`src/rtl/raster_pkg.sv`:
```
// Shared types for the triangle scanline path: vertex records, the sequencer
// state encoding and the stable compare-swap used by the y sorter.
package raster_pkg;

  localparam int FRAC_BITS = 5;

  typedef struct packed {
    logic [15:0] x;
    logic [15:0] y;
    logic [15:0] z;
  } vertex_t;

  typedef vertex_t [2:0] tri_t;

  typedef enum logic [3:0] {
    S_IDLE,
    S_SORT,
    S_SETUP,
    S_EDGE,
    S_ISSUE,
    S_WAIT_DONE,
    S_RELEASE,
    S_NEXT,
    S_FINISH
  } sched_state_t;

  // Swap only on strictly greater y so equal-y vertices keep their input order.
  function automatic tri_t cswap(input tri_t t, input logic [1:0] i, input logic [1:0] j);
    tri_t r;
    r = t;
    if (t[i].y > t[j].y) begin
      r[i] = t[j];
      r[j] = t[i];
    end
    return r;
  endfunction

endpackage

```
`src/rtl/vertex_sort3.sv`:
```
// Three-stage registered stable sort of a triangle's vertices by y.
// Output index 0 is the top vertex (min y), index 2 the bottom.
module vertex_sort3
  import raster_pkg::*;
(
  input  logic clk,
  input  logic reset,
  input  logic in_valid,
  input  tri_t in_tri,
  output logic out_valid,
  output tri_t out_tri
);

  localparam int STAGES = 3;

  logic [STAGES:1] vld_pipe;
  tri_t s1, s2, s3;

  always_ff @(posedge clk) begin
    if (reset) vld_pipe <= '0;
    else       vld_pipe <= {vld_pipe[STAGES-1:1], in_valid};
  end

  // Data stages only advance with their valid bit so the result holds after the pulse.
  always_ff @(posedge clk) begin
    if (in_valid)    s1 <= cswap(in_tri, 2'd0, 2'd1);
    if (vld_pipe[1]) s2 <= cswap(s1, 2'd1, 2'd2);
    if (vld_pipe[2]) s3 <= cswap(s2, 2'd0, 2'd1);
  end

  assign out_valid = vld_pipe[STAGES];
  assign out_tri   = s3;

endmodule

```
`src/rtl/triangle_scanline_ctrl.sv`:
```
// Scanline sequencer: sorts one triangle by y, then walks its scanlines and
// hands each pair of active edges to draw_line with a start/done handshake.
module triangle_scanline_ctrl #(
  parameter int FRAC_BITS    = raster_pkg::FRAC_BITS,
  parameter int SCREEN_H     = 480,
  parameter int LINE_TIMEOUT = 4096
) (
  input  logic        clk,
  input  logic        reset,
  input  logic        tri_valid,
  output logic        tri_ready,
  input  logic [15:0] v0x, v0y, v0z,
  input  logic [15:0] v1x, v1y, v1z,
  input  logic [15:0] v2x, v2y, v2z,
  output logic        line_start,
  input  logic        line_done,
  output logic [15:0] y_coord,
  output logic [15:0] pax, pay, paz,
  output logic [15:0] pbx, pby, pbz,
  output logic [15:0] pcx, pcy, pcz,
  output logic [15:0] pdx, pdy, pdz,
  output logic        tri_done,
  output logic        timeout_err
);
  import raster_pkg::*;

  localparam int              WD_W    = $clog2(LINE_TIMEOUT);
  localparam logic [WD_W-1:0] WD_MAX  = WD_W'(LINE_TIMEOUT - 1);
  localparam logic [15:0]     Y_LIMIT = 16'(SCREEN_H);

  sched_state_t    state, state_nx;
  tri_t            in_tri, sorted;
  logic            sort_vld, accept, done_ok, wd_exp;
  vertex_t         pa, pb, pc, pd;
  logic [15:0]     y, y_mid, y_bot;
  logic [WD_W-1:0] wd;

  assign in_tri = {vertex_t'{v2x, v2y, v2z}, vertex_t'{v1x, v1y, v1z}, vertex_t'{v0x, v0y, v0z}};

  vertex_sort3 u_sort (
    .clk      (clk),
    .reset    (reset),
    .in_valid (accept),
    .in_tri   (in_tri),
    .out_valid(sort_vld),
    .out_tri  (sorted)
  );

  assign tri_ready = (state == S_IDLE);
  assign tri_done  = (state == S_FINISH);
  assign accept    = tri_valid & tri_ready;
  // A done seen in the first start cycle may be stale from the previous line.
  assign done_ok   = line_done && (wd != '0);
  assign wd_exp    = (wd == WD_MAX);

  always_ff @(posedge clk) begin
    if (reset) state <= S_IDLE;
    else       state <= state_nx;
  end

  always_comb begin
    state_nx = state;
    case (state)
      S_IDLE:      if (accept) state_nx = S_SORT;
      S_SORT:      if (sort_vld) state_nx = S_SETUP;
      S_SETUP:     state_nx = S_EDGE;
      S_EDGE:      state_nx = (y >= Y_LIMIT) ? S_FINISH : S_ISSUE;
      S_ISSUE:     state_nx = S_WAIT_DONE;
      S_WAIT_DONE: if (done_ok) state_nx = S_RELEASE;
                   else if (wd_exp) state_nx = S_FINISH;
      S_RELEASE:   if (!line_done) state_nx = S_NEXT;
      S_NEXT:      state_nx = (y == y_bot) ? S_FINISH : S_EDGE;
      S_FINISH:    state_nx = S_IDLE;
      default:     state_nx = S_IDLE;
    endcase
  end

  always_ff @(posedge clk) begin
    if (reset) begin
      y           <= '0;
      y_mid       <= '0;
      y_bot       <= '0;
      pa          <= '0;
      pb          <= '0;
      pc          <= '0;
      pd          <= '0;
      wd          <= '0;
      line_start  <= 1'b0;
      timeout_err <= 1'b0;
    end else begin
      case (state)
        S_IDLE: if (accept) timeout_err <= 1'b0;
        S_SETUP: begin
          y     <= sorted[0].y >> FRAC_BITS;
          y_mid <= sorted[1].y >> FRAC_BITS;
          y_bot <= sorted[2].y >> FRAC_BITS;
        end
        S_EDGE: if (y < Y_LIMIT) begin
          // Upper half walks T->M, lower half M->B; the long edge is always T->B.
          if (y < y_mid) begin
            pa <= sorted[0];
            pb <= sorted[1];
          end else begin
            pa <= sorted[1];
            pb <= sorted[2];
          end
          pc <= sorted[0];
          pd <= sorted[2];
        end
        S_ISSUE: begin
          line_start <= 1'b1;
          wd         <= '0;
        end
        S_WAIT_DONE: begin
          wd <= wd + 1'b1;
          if (done_ok) begin
            line_start <= 1'b0;
          end else if (wd_exp) begin
            line_start  <= 1'b0;
            timeout_err <= 1'b1;
          end
        end
        S_NEXT: if (y != y_bot) y <= y + 16'd1;
        default: ;
      endcase
    end
  end

  assign y_coord = y;
  assign {pax, pay, paz} = pa;
  assign {pbx, pby, pbz} = pb;
  assign {pcx, pcy, pcz} = pc;
  assign {pdx, pdy, pdz} = pd;

endmodule
```
`config.mk`:
```
export PLATFORM = sky130hd
export DESIGN_NAME = triangle_scanline_ctrl
export DESIGN_NICKNAME = d
export VERILOG_FILES = /design/src/rtl/raster_pkg.sv /design/src/rtl/vertex_sort3.sv /design/src/rtl/triangle_scanline_ctrl.sv
export SDC_FILE = /design/constraint.sdc
export NUM_CORES = 1
export LEC_CHECK = 0
export BUFFER_PORTS_ARGS = -buffer_cell sky130_fd_sc_hd__buf_2
export CORE_ASPECT_RATIO = 2
export CORE_MARGIN = 2
export CORE_UTILIZATION = 55
export CTS_CLUSTER_SIZE = 20
export DETAILED_ROUTE_END_ITERATION = 12
export PLACE_DENSITY = 0.76
export SLEW_MARGIN = 20
export SYNTH_ARGS = -nofsm -noshare
export SYNTH_HDL_FRONTEND = slang
export SYNTH_SLANG_ARGS = --single-unit
```
`constraint.sdc`:
```
create_clock -name clk -period 6.6 [get_ports clk]
set_input_delay 1.98 -clock clk [delete_from_list [all_inputs] [get_ports clk]]
set_output_delay 1.98 -clock clk [all_outputs]
set_load 0.05 [all_outputs]
```
==> impl_metrics.tcl <==
set metrics [dict create \
    outcome "finished, final reports clean" \
    dr.pass1.iters 7 \
    fin_skew_ns 0.0156 \
    io_pins 360 \
    wl_per_cell_um 21.1 \
    holdPathStages 0 \
    cts_resized 0 \
    n_fill_cell 4006 \
    cts-root-buf "clkbuf_16" \
    numClockSinks 683 \
    cts_max_path_buffers 3 \
    synthesis.area_sq_um 28000 \
    setup-tns-final_ns 0 \
    route.vias.total 18908 \
    criticalPathCategory "input port to register" \
    postRouteAntennaNets 0 \
    internal_power_mw 8.57 \
    clk_pin_slew_ns 0.07 \
    area_growth_pct 14.9 \
    antenna_found_initial 8 \
    crit_fanout 46 \
    switching_share_pct 34.3 \
    hpwl_mm 47.4 \
    pwr-share-seq_pct 44.6 \
    routabilityCongestion 0.895 \
    dp_cells 3188 \
    rsz0062_at_grt "no" \
    die_w_um 163 \
    crit_path_start_kind "input port" \
    num_rows 117 \
    final_cells 3301 \
    syn_area_per_cell_sq_um 12.2 \
    grt_pass1_wl_mm 104 \
    place.port_buffers 359 \
    max_stage_delay_ns 0.63 \
    wirelength_mm 69.5 \
    crit_path_end_kind "register" \
    numCtsBuffers 57 \
    cp_slowest_cell "a221o_4" \
    max_freq_mhz 228 \
    max-vdd-ir-drop_v 0.000557 \
    synth_ff_type "edfxtp_1" \
    clkPwrFrac_pct 26.4 \
    yosysWarnings 0 \
    drv_slew 0 \
    drc 0 \
    cts_tree "built" \
    cap_viol_max_count 0 \
    fin_crit_sh_pct 66.6 \
    p_leak_nw 12.3 \
    synth-seq-cells 683 \
    ys_types 56 \
    postSynthCellCount 2291 \
    slew_headroom_pct 23.7 \
    finalNetCount 2803 \
    drt_iter0_drc 1366 \
    core_sq_um 50700 \
    yosysSeqAreaShare_pct 64.3 \
    max_slew.worst_pin.slew_ns 1.14 \
    hold_viol_final 0 \
    clock_latency_ns 0.63 \
    postCtsHoldBufs 0 \
    avgViaCountPerCell 5.73 \
    grt_max_degree 252 \
    drive_gt1_share_pct 29.2 \
    async_reset_ff_share_pct 0 \
    comb_power_share_pct 29.0 \
    cts_setup_buffers 0 \
    die_area_sq_um 52800 \
    rr_worst_depth 7 \
    grt_pass1_vias 18812 \
    overflow 0 \
    crit_arrival_ns 4.76 \
    grt_usage_pct 25.8 \
    power.density_nw_per_um2 406 \
    crit_chain "buf_2 -> inv_1 -> ha_1 -> nor2b_1 -> o21a_1 -> o21ai_0 -> a211o_1 -> a221o_4 -> buf_4 -> mux2_2" \
    critPathRequiredTime_ns 6.97 \
    floorplan.initialDensity_pct 55.2 \
    cts_htree_levels 2 \
    min_path_type "register to register" \
    die_h_um 323 \
    finalSetupViolCount 0 \
    switching_power_mw 4.47 \
    syn_nets 2501 \
    fin_crit_ns 4.39 \
    synth_edf_count 432 \
]
[layout make-up]
class	instances	area, sq um	area share, %
repair buffers	381	1980	6.15
diodes	5	12.5	0.0389
inverters	70	268	0.833
well taps	654	818	2.55
flip-flops and latches	683	18000	56.0
multi-input cells	1400	9160	28.5
clock inverters	31	343	1.07
clock buffers	77	1570	4.89
[layout by cell type, fill, tap and decap left out, drive strengths merged, types with 3 or more instances in the layout]
| cell type | count |
|---|---|
| a21o | 11 |
| a21oi | 156 |
| a221oi | 3 |
| a22oi | 3 |
| a31oi | 99 |
| and2 | 3 |
| and3 | 11 |
| and4 | 3 |
| buf | 381 |
| bufinv | 5 |
| clkbuf | 77 |
| clkinv | 20 |
| dfxtp | 251 |
| diode | 5 |
| edfxtp | 432 |
| ha | 62 |
| inv | 74 |
| mux2 | 291 |
| mux2i | 3 |
| nand2 | 475 |
| nand2b | 4 |
| nand3 | 29 |
| nand3b | 3 |
| nand4 | 12 |
| nor2 | 31 |
| nor2b | 7 |
| nor3 | 19 |
| nor3b | 3 |
| nor4 | 3 |
| o21ai | 117 |
| o31ai | 3 |
| o32ai | 4 |
| or2 | 4 |
| or3 | 6 |
| xnor2 | 13 |
[power by group through the flow]
stage	Sequential [mW]	Combinational [mW]	Clock [mW]
5_1_grt	5.88	4.12	3.66
3_5_place_dp	5.91	3.80	0
6_report	5.82	3.78	3.44
3_3_place_gp	5.88	3.71	0
2_1_floorplan	6.22	2.42	0
4_1_cts	5.82	3.82	3.50
[worst paths after layout]
check,from,to,slack [ns]
max,v1y[1],u_sort.s1[88]$_DFFE_PP_,2.21
min,u_sort.s2[130]$_DFFE_PP_,u_sort.out_tri[130]$_DFFE_PP_,0.42
max reg2reg,u_sort.s1[73]$_DFFE_PP_,u_sort.s2[51]$_DFFE_PP_,2.85
min reg2reg,u_sort.s2[130]$_DFFE_PP_,u_sort.out_tri[130]$_DFFE_PP_,0.42
[cells in the mapped netlist (4+ instances only)]
cell / number / area, sq um
buf_4: 10 / 75.1
a21o_1: 11 / 82.6
o21ai_1: 5 / 25.0
clkbuf_1: 86 / 323
nor3_1: 16 / 80.1
nand3_1: 29 / 145
nand2_1: 475 / 1780
o32ai_1: 4 / 35.0
a31oi_1: 99 / 619
edfxtp_1: 432 / 13000
mux2_2: 286 / 3220
nor2_1: 31 / 116
or2_2: 4 / 25.0
ha_1: 62 / 776
inv_1: 70 / 263
nor2b_1: 7 / 43.8
dfxtp_1: 251 / 5020
o21ai_0: 112 / 561
nand2b_1: 4 / 25.0
mux2_1: 5 / 56.3
buf_2: 41 / 205
and3_1: 11 / 68.8
a21oi_1: 156 / 781
xnor2_1: 13 / 114
nand4_1: 12 / 75.1
or3_1: 6 / 37.5
[worst max-delay path: cells and delay by family]
| kind | cells | cell delay, ns |
|---|---|---|
| and+or+nand+nor | 1 | 0.16 |
| buffers and inverters | 3 | 0.54 |
| AOI/OAI and AO/OA | 4 | 1.34 |
| muxes | 1 | 0.38 |
| adders and majority gates | 1 | 0.29 |
[metrics by stage]
stage / hold slack (ns) / power [mW] / util, % / cell area [sq um] / setup WS (ns)
after floorplan: 0.400 / 8.63 / - / 28000 / 1.11
final: 0.416 / 13.0 / 63.5 / 32200 / 2.21
after CTS: 0.417 / 13.1 / 63.5 / 32100 / 2.19
after global placement: 0.401 / 9.59 / 59.7 / 30200 / 1.66
after global routing: 0.425 / 13.7 / 63.5 / 32100 / 2.13
after detailed placement: 0.405 / 9.71 / 59.7 / 30200 / 1.54
[kinds of logic after synthesis]
| family | Yosys count | share of synthesized area, % |
|---|---|---|
| adders and majority gates | 62 | 2.77 |
| muxes | 294 | 11.8 |
| AOI/OAI and AO/OA | 412 | 8.25 |
| xor gates and xnor gates | 15 | 0.470 |
| and+or+nand+nor | 617 | 9.23 |
| DFF | 683 | 64.3 |
| buffers and inverters | 208 | 3.13 |
[per-layer routing]
layer / global-route usage, % / share of wire [%]
met2: 45.4 / 51
met3: 5.37 / 7.6
met5: 0 / 0.063
met1: 29.7 / 36
met4: 12.9 / 5.0
(Power assumes the default switching activity.)
